[src/rtl/input_queue_pkg.sv]
// Shared definitions for the trace input queue: pipeline latencies, the stored
// entry layout and a helper giving its packed width for any lane configuration.
package input_queue_pkg;

    localparam int LATENCY     = 2;
    localparam int RAM_LATENCY = 1;

    localparam int N_DEF          = 8;
    localparam int DATA_WIDTH_DEF = 32;
    localparam int CHAIN_W_DEF    = 1;

    // Entry layout for the default configuration; the queue packs the same
    // {eof, chain, vector} ordering for any parameter set.
    typedef struct packed {
        logic                                eof;
        logic [CHAIN_W_DEF-1:0]              chain;
        logic [N_DEF*DATA_WIDTH_DEF-1:0]     vector;
    } entry_t;

    function automatic int entry_width(input int n, input int dw, input int cw);
        return n * dw + cw + 1;
    endfunction

endpackage

[src/rtl/input_queue_ram_dual_port.sv]
// Simple dual-port RAM: port A write-only, port B read-only with a registered
// read data output (one cycle of latency). Contents are undefined after reset.
module ram_dual_port #(
    parameter int WIDTH = 8,
    parameter int DEPTH = 4,
    parameter int AW    = 2
) (
    input  logic             clk,
    input  logic             we,
    input  logic [AW-1:0]    waddr,
    input  logic [WIDTH-1:0] wdata,
    input  logic             re,
    input  logic [AW-1:0]    raddr,
    output logic [WIDTH-1:0] rdata
);

    logic [WIDTH-1:0] mem [DEPTH];

    always_ff @(posedge clk) begin
        if (we) begin
            mem[waddr] <= wdata;
        end
    end

    always_ff @(posedge clk) begin
        if (re) begin
            rdata <= mem[raddr];
        end
    end

endmodule

[src/rtl/input_queue.sv]
// Circular vector queue with per-entry EOF/chain side-band, fixed two-cycle
// read delivery, configurable almost-full threshold and overflow accounting.
module input_queue
    import input_queue_pkg::*;
#(
    parameter int         N          = 8,
    parameter int         DATA_WIDTH = 32,
    parameter int         IB_DEPTH   = 4,
    parameter int         CHAIN_W    = 1,
    parameter logic [7:0] CFG_ID     = 8'd1
) (
    input  logic                          clk,
    input  logic                          reset,
    input  logic                          enqueue,
    input  logic                          eof_in,
    input  logic [CHAIN_W-1:0]            chain_in,
    input  logic                          tracing,
    input  logic [7:0]                    configId,
    input  logic [7:0]                    configData,
    input  logic [DATA_WIDTH-1:0]         vector_in [N-1:0],
    input  logic                          ready_in,
    output logic                          valid_out,
    output logic                          eof_out,
    output logic [CHAIN_W-1:0]            chainId_out,
    output logic [DATA_WIDTH-1:0]         vector_out [N-1:0],
    output logic [$clog2(IB_DEPTH+1)-1:0] count,
    output logic                          almost_full,
    output logic                          overflow,
    output logic [15:0]                   drop_count
);

    localparam int CW = $clog2(IB_DEPTH + 1);
    localparam int PW = $clog2(IB_DEPTH);
    localparam int EW = entry_width(N, DATA_WIDTH, CHAIN_W);
    localparam int VW = N * DATA_WIDTH;

    localparam logic [CW-1:0] DEPTH_C  = CW'(IB_DEPTH);
    localparam logic [PW-1:0] PTR_LAST = PW'(IB_DEPTH - 1);

    logic [PW-1:0] wr_ptr, rd_ptr;
    logic [CW-1:0] count_nxt, afull_thr, thr_nxt;
    logic          wr_ok, rd_ok, drop;
    logic          rd_pend;
    logic [VW-1:0] vec_flat;
    logic [EW-1:0] wr_word, rd_word;

    // Fullness uses the registered count only, so a same-cycle read never
    // frees a slot for the write, and a write into an empty queue is not readable yet.
    assign wr_ok = enqueue & tracing & (count < DEPTH_C);
    assign drop  = enqueue & tracing & (count == DEPTH_C);
    assign rd_ok = ready_in & (count != '0);

    always_comb begin
        vec_flat = '0;
        for (int i = 0; i < N; i++) begin
            vec_flat[i*DATA_WIDTH +: DATA_WIDTH] = vector_in[i];
        end
    end

    assign wr_word = {eof_in, chain_in, vec_flat};

    ram_dual_port #(
        .WIDTH (EW),
        .DEPTH (IB_DEPTH),
        .AW    (PW)
    ) u_ram (
        .clk   (clk),
        .we    (wr_ok),
        .waddr (wr_ptr),
        .wdata (wr_word),
        .re    (rd_ok),
        .raddr (rd_ptr),
        .rdata (rd_word)
    );

    always_comb begin
        count_nxt = count;
        case ({wr_ok, rd_ok})
            2'b10:   count_nxt = count + CW'(1);
            2'b01:   count_nxt = count - CW'(1);
            default: count_nxt = count;
        endcase
    end

    always_comb begin
        thr_nxt = afull_thr;
        if (configId == CFG_ID) begin
            thr_nxt = (32'(configData) > IB_DEPTH) ? DEPTH_C : CW'(configData);
        end
    end

    always_ff @(posedge clk) begin
        if (reset) begin
            wr_ptr      <= '0;
            rd_ptr      <= '0;
            count       <= '0;
            afull_thr   <= CW'(IB_DEPTH - 1);
            almost_full <= 1'b0;
            overflow    <= 1'b0;
            drop_count  <= '0;
        end else begin
            if (wr_ok) begin
                wr_ptr <= (wr_ptr == PTR_LAST) ? '0 : wr_ptr + PW'(1);
            end
            if (rd_ok) begin
                rd_ptr <= (rd_ptr == PTR_LAST) ? '0 : rd_ptr + PW'(1);
            end
            count       <= count_nxt;
            afull_thr   <= thr_nxt;
            almost_full <= (count_nxt >= thr_nxt);
            if (drop) begin
                overflow <= 1'b1;
                if (drop_count != 16'hFFFF) begin
                    drop_count <= drop_count + 16'd1;
                end
            end
        end
    end

    // rd_pend tracks the RAM read in flight; the output register captures it
    // one cycle later, giving valid_out two cycles after the read is accepted.
    always_ff @(posedge clk) begin
        if (reset) begin
            rd_pend     <= 1'b0;
            valid_out   <= 1'b0;
            eof_out     <= 1'b0;
            chainId_out <= '0;
            for (int i = 0; i < N; i++) begin
                vector_out[i] <= '0;
            end
        end else begin
            rd_pend   <= rd_ok;
            valid_out <= rd_pend;
            if (rd_pend) begin
                eof_out     <= rd_word[EW-1];
                chainId_out <= rd_word[VW +: CHAIN_W];
                for (int i = 0; i < N; i++) begin
                    vector_out[i] <= rd_word[i*DATA_WIDTH +: DATA_WIDTH];
                end
            end
        end
    end

endmodule
[config.mk]
export PLATFORM = sky130hd
export DESIGN_NAME = input_queue
export DESIGN_NICKNAME = d
export VERILOG_FILES = /design/src/rtl/input_queue_pkg.sv /design/src/rtl/input_queue_ram_dual_port.sv /design/src/rtl/input_queue.sv
export SDC_FILE = /design/constraint.sdc
export NUM_CORES = 1
export LEC_CHECK = 0
export CAP_MARGIN = 15
export CORE_ASPECT_RATIO = 0.75
export CORE_MARGIN = 1
export CORE_UTILIZATION = 56
export CTS_CLUSTER_DIAMETER = 30
export DETAILED_ROUTE_END_ITERATION = 6
export GPL_ROUTABILITY_DRIVEN = 0
export PLACE_DENSITY = 0.79
export SLEW_MARGIN = 20
export SYNTH_ARGS = -nofsm -noshare
export SYNTH_HDL_FRONTEND = slang
export SYNTH_SLANG_ARGS = --single-unit
[constraint.sdc]
create_clock -name clk -period 8.86 [get_ports clk]
set_input_delay 0.886 -clock clk [delete_from_list [all_inputs] [get_ports clk]]
set_output_delay 0.886 -clock clk [all_outputs]
set_load 0.01 [all_outputs]
# After elaboration in Yosys (flattened, before gate mapping)
# Memories as Yosys holds them, arrays and structs flattened. A register that Yosys moved wholly into a read port is not among the register bits.
# Cells that the tools add are included.
[word_totals] ff_bits=288 latch_bits=0 mem_bits_rw=1032 mem_bits_ro=0 word_cells=48 mem_count=1
[classes] addsub=5 n_mul=0 n_div=0 n_lt_le_gt_ge=3 eq_ne=7 shifts=0 muxes=7 bitwise_logic=4 reduce_logical=2
[mem_list] memory="u_ram.mem" depth=4 width=258 read_ports=1 rd_clocked_by_memory_dff=1 write_ports=1 line="input_queue_ram_dual_port.sv:17" rtl="logic [WIDTH-1:0] mem [DEPTH];"
[op_table] op="$add A16 B1 Y16 const B" count=1
[op_table] op="$ne A16 B16 Y1 const B" count=1
[op_table] op="$eq A8 B1 Y1 const B" count=1
[op_table] op="$gt A8 B3 Y1 const B" count=1
[op_table] op="$eq A2 B2 Y1 const B" count=3
[op_table] op="$mux W3" count=2
[op_table] op="$pmux W3 S2" count=1
[op_table] op="$add A2 B1 Y2 const B" count=2
[op_table] op="$and A1 B1 Y1" count=4
[op_table] op="$mux W2" count=2
[op_table] op="$add A3 B1 Y3 const B" count=1
[op_table] op="$eq A3 B3 Y1 const B" count=1
[op_table] op="$ge A3 B3 Y1" count=1
[op_table] op="$lt A3 B3 Y1 const B" count=1
[op_table] op="$reduce_bool A3 Y1" count=1
[op_table] op="$sub A3 B1 Y3 const B" count=1
[op_table] op="$eq A2 B1 Y1 const B" count=1
[op_table] op="$mux W1" count=2
[op_table] op="$reduce_and A2 Y1" count=1

# Logic depth before layout (Yosys ltp)
[logic_depth] depth_word=5 ltp_mapped=11 ltp_nobuf=11

# Cells and area by module
# Synthesis repeated with hierarchy kept, for this count alone.
[hier_totals] cells_unflattened=2600 hier_area_um2=55866.1
[by_module_without_submodules] module="ram_dual_port" n_inst=1 cells_each=1610 area_per_inst_um2=45461.1 seq_area_each_um2=38737.2
[by_module_without_submodules] module="input_queue" n_inst=1 cells_each=990 area_per_inst_um2=10405.0 seq_area_each_um2=5765.5

# Least setup slack after synthesis
# No wires, ideal clock.
[synth_timing] path_kind="input to register" startpoint="input port ready_in" endpoint="register almost_full" setup_time_ns=0.128 arrival_time_ns=8.088 required_time_ns=8.732 setup_slack_ns=0.645 path_stages=9 path_buffers=0 path_cell_list="o31ai_1 > inv_1 > ha_1 > fa_1 > mux2_2 > ha_1 > a21o_1 > a21oi_1 > nor2_1"
[synth_between] elab_chain_cells=4
[synth_rtl] item="start: declaration" line="input_queue.sv:21" rtl="input logic ready_in,"
[synth_rtl] item="$and A1 B1 Y1 *" line="input_queue.sv:51" rtl="assign rd_ok = ready_in & (count != '0);"
[synth_rtl] item="net rd_ok" line="input_queue.sv:42" rtl="logic wr_ok, rd_ok, drop;"
[synth_rtl] item="$eq A2 B1 Y1 / $eq A2 B2 Y1 (equally long branches)" line="input_queue.sv:78" rtl="case ({wr_ok, rd_ok})"
[synth_rtl] item="$pmux W3 S2 *" line="input_queue.sv:78"
[synth_rtl] item="net count_nxt[1]" line="input_queue.sv:41" rtl="logic [CW-1:0] count_nxt, afull_thr, thr_nxt;"
[synth_rtl] item="$ge A3 B3 Y1 *" line="input_queue.sv:110" rtl="almost_full <= (count_nxt >= thr_nxt);"
[synth_rtl] item="end signal: assignment" line="input_queue.sv:110"
[synth_rtl] item="end: declaration" line="input_queue.sv:27" rtl="output logic almost_full,"
# Mark *: on every way through the listed nets, which the timed path passes. The rest lies on a longest branch.
# A chain may end at the register's enable or synchronous reset.

# Final worst setup path
[layout_timing] startpoint="input port enqueue" endpoint="memory u_ram.mem[2][53] (netlist name) (enable)"
[layout_between] elab_chain_cells=4
[layout_rtl] item="start: declaration" line="input_queue.sv:14" rtl="input logic enqueue,"
[layout_rtl] item="$and A1 B1 Y1 (2 in a row)" line="input_queue.sv:49" rtl="assign wr_ok = enqueue & tracing & (count < DEPTH_C);"
[layout_rtl] item="$mux W1" line="input_queue_ram_dual_port.sv:20" rtl="if (we) begin"
[layout_rtl] item="$mux W1 (implied by the code)" line="input_queue_ram_dual_port.sv:21" rtl="mem[waddr] <= wdata;"
[layout_rtl] item="end: declaration" line="input_queue_ram_dual_port.sv:17"
# No other way between the ends.

==> metrics.txt <==
CP max FO 104; hold worst-path end vector_out[175]$_SDFFE_PP0P_; Critical Path RT 9250 ps; Setup TNS Final 0 ps; Die Y 274.3 um; Max Cap Viol 0; Synth top area share 69.95%; Post-DP Area 62400 um2; Core Util, Final 70.82%; DR WL/cell 25.12 um; dpl ws 4451 ps; clk buf depth 3; core area 97610 um2; Min-Delay Path Class reg2reg; hold path depth 2; Final setup viols 0; Post-Route WL 120.3 mm; asr flop ratio synth 0%; Crit. Startpoint enqueue; # nets final 3568; synthesized flop and latch total 1578; worst setup margin 5161 ps; dominant cell type by area after synthesis edfxtp_1; met3 WL 9.526 mm; syn nets 2910; final hold vios 0; CP Capture Type flop; Cell Area, Synth 55380 um2; Leakage 22.12 nW; min cycle time layout 3699 ps; # DRC 0; number of library cell types mapped by synthesis 45; DRT met1 WL 45.86 mm; # resized after CTS 0; gr usage total 23.99%; R2R Path Start count[2]$_SDFF_PP0_; proportion of layout cells with a drive suffix above 1 18.46%; met2 wire len 60.70 mm; r2r setup slk 5260 ps; RSZ-0062 raised after global routing no; Max Freq 270.3 MHz; Worst EP arrival 4090 ps; Via density 5.716; most common cell in the synthesized netlist edfxtp_1; first-pass GRT wire length 175.7 mm; initial antenna violation count 33; reg2reg end u_ram.rdata[152]$_DFFE_PP_; # port buffers 558; vias in the first global route 28.20k; 1st-iter DRT viols 2019; full die area 100200 um2; Initial Util 56.73%; Post-synth EDFFs 1290; hold buffers post-CTS 0; Post-Syn Instances 2620; vias 27.37k; max_slew headroom 22.22%; pwr dens 290.6 nW/um2; Final Instance Area 69130 um2; syn_area_per_cell 21.14 um2; Area contributors post-synth edfxtp_1 (70%), mux4_2 (10%), dfxtp_1 (10%), mux2i_1 (4.7%), nor2_1 (1.9%); DRT antenna net count 0; chip width 365.1 um; worst slew pin tran 1167 ps; crit start category input pin; DRT Pass-1 Iters 6; CTS clk-pin slew, worst paths 70 ps; Peak VDD IR 0.2092 mV; CTS root buf clkbuf_16; Syn-to-layout area delta 24.83%; status finished clean; H-tree depth 4; CTS tree yes; fin. max-slew vios 0; Rows 99; post-CTS setup buffer count 0; top layer in use met5; Setup Skew 32.98 ps; crit share post-route 41.75%; Num CTS Buffers 194; Hold Path Origin u_ram.rdata[175]$_DFFE_PP_; Ports 559; sequential fraction of the synthesis area 80.36%; Post-synth top cells edfxtp_1 (1290), dfxtp_1 (288), nor2_1 (276), mux2i_1 (260), mux4_2 (258); CP Class in2reg; Clock Latency Late Sink 790 ps; Reg2Reg Depth 4; HPWL Detailed 68.06 mm; Top FF cell, synth edfxtp_1; largest net degree at the start of global routing 147; yosys warns 0; CTS sink cnt 1578; grt ovf 0
==> critical path, cell delays in order <==
cell             delay, ps
clkdlybuf4s50_1        480
nand2_1                 60
nor2_1                 370
and2_4                 790
buf_12                 520
buf_12                 540
==> registers in the layout, summed over array words and instances, names as in the netlist <==
register / flops
rd_pend: 1
afull_thr: 3
u_ram.mem: 1032
valid_out: 1
drop_count: 16
vector_out: 256
wr_ptr: 2
eof_out: 1
rd_ptr: 2
u_ram.rdata: 258
almost_full: 1
count: 3
chainId_out: 1
overflow: 1
==> placed cells by master, fill, tap and decap left out, types with 8 or more instances in the layout <==
cell,n
edfxtp_1,1290
clkdlybuf4s50_1,557
dfxtp_1,285
nor2_1,276
mux2i_1,260
mux4_2,258
clkbuf_16,199
inv_6,34
diode_2,25
clkbuf_1,25
clkinv_2,22
clkinvlp_4,22
buf_4,19
inv_8,16
bufinv_16,16
a21oi_1,14
clkinv_4,12
nand2_1,11
ha_1,10
clkinv_1,10
buf_12,8
==> layout make-up <==
class	instances	area (um2)
fill	5619	28480
tap	1313	1643
sequential	1578	44510
clock buffer	230	5156
timing repair buffer	585	5893
inverter	8	37.54
clock inverter	138	1490
multi-input combinational	911	10330
antenna	25	62.56
==> worst max-delay path by stage <==
stage                     depth (start not counted)  slack, ps                         end
after floorplan                                   9        640      almost_full$_SDFF_PP0_
after global placement                            5       4440  u_ram.rdata[156]$_DFFE_PP_
after detailed placement                          5       4450  u_ram.rdata[153]$_DFFE_PP_
after CTS                                         9       4990      almost_full$_SDFF_PP0_
after global routing                              4       5040  u_ram.rdata[152]$_DFFE_PP_
final                                             6       5160  u_ram.mem[2][53]$_DFFE_PP_
==> logic make-up (layout without fill, tap and decap cells) <==
family,Yosys count,in the layout,share of synthesized area [%]
multiplexers,523,523,15.29
other,0,25,0
adder cells (fa/ha/maj),11,11,0.2621
buffers and inverters,131,961,1.039
XOR/XNOR,3,3,0.04746
flip-flops,1578,1578,80.36
AND/OR/NAND/NOR,340,340,2.603
AO/OA/AOI/OAI,34,34,0.3932
==> per-layer routing <==
layer / global-route usage [%] / up-vias
met2: 38.97 / 1097
li1: - / 11859
met3: 6.655 / 270
met1: 30.34 / 14114
met4: 10.83 / 26
met5: 0 / -
==> per-stage QoR <==
step	total power [mW]	hold WS (ps)	std cells
6_report	20.09	477.2	4788
4_1_cts	20.27	481.6	4763
5_1_grt	20.77	506.3	4781
3_3_place_gp	12.20	460.0	4395
2_1_floorplan	11.31	456.3	2620
3_5_place_dp	12.31	473.4	4395
==> report_power, final <==
part / total (mW) / switching [mW] / internal [mW]
Combinational: 2.75 / 1.37 / 1.38
Clock: 7.93 / 3.20 / 4.74
Sequential: 9.41 / 0.403 / 9.00
Total: 20.1 / 4.97 / 15.1
No activity file was read; power rests on OpenSTA's default activity.
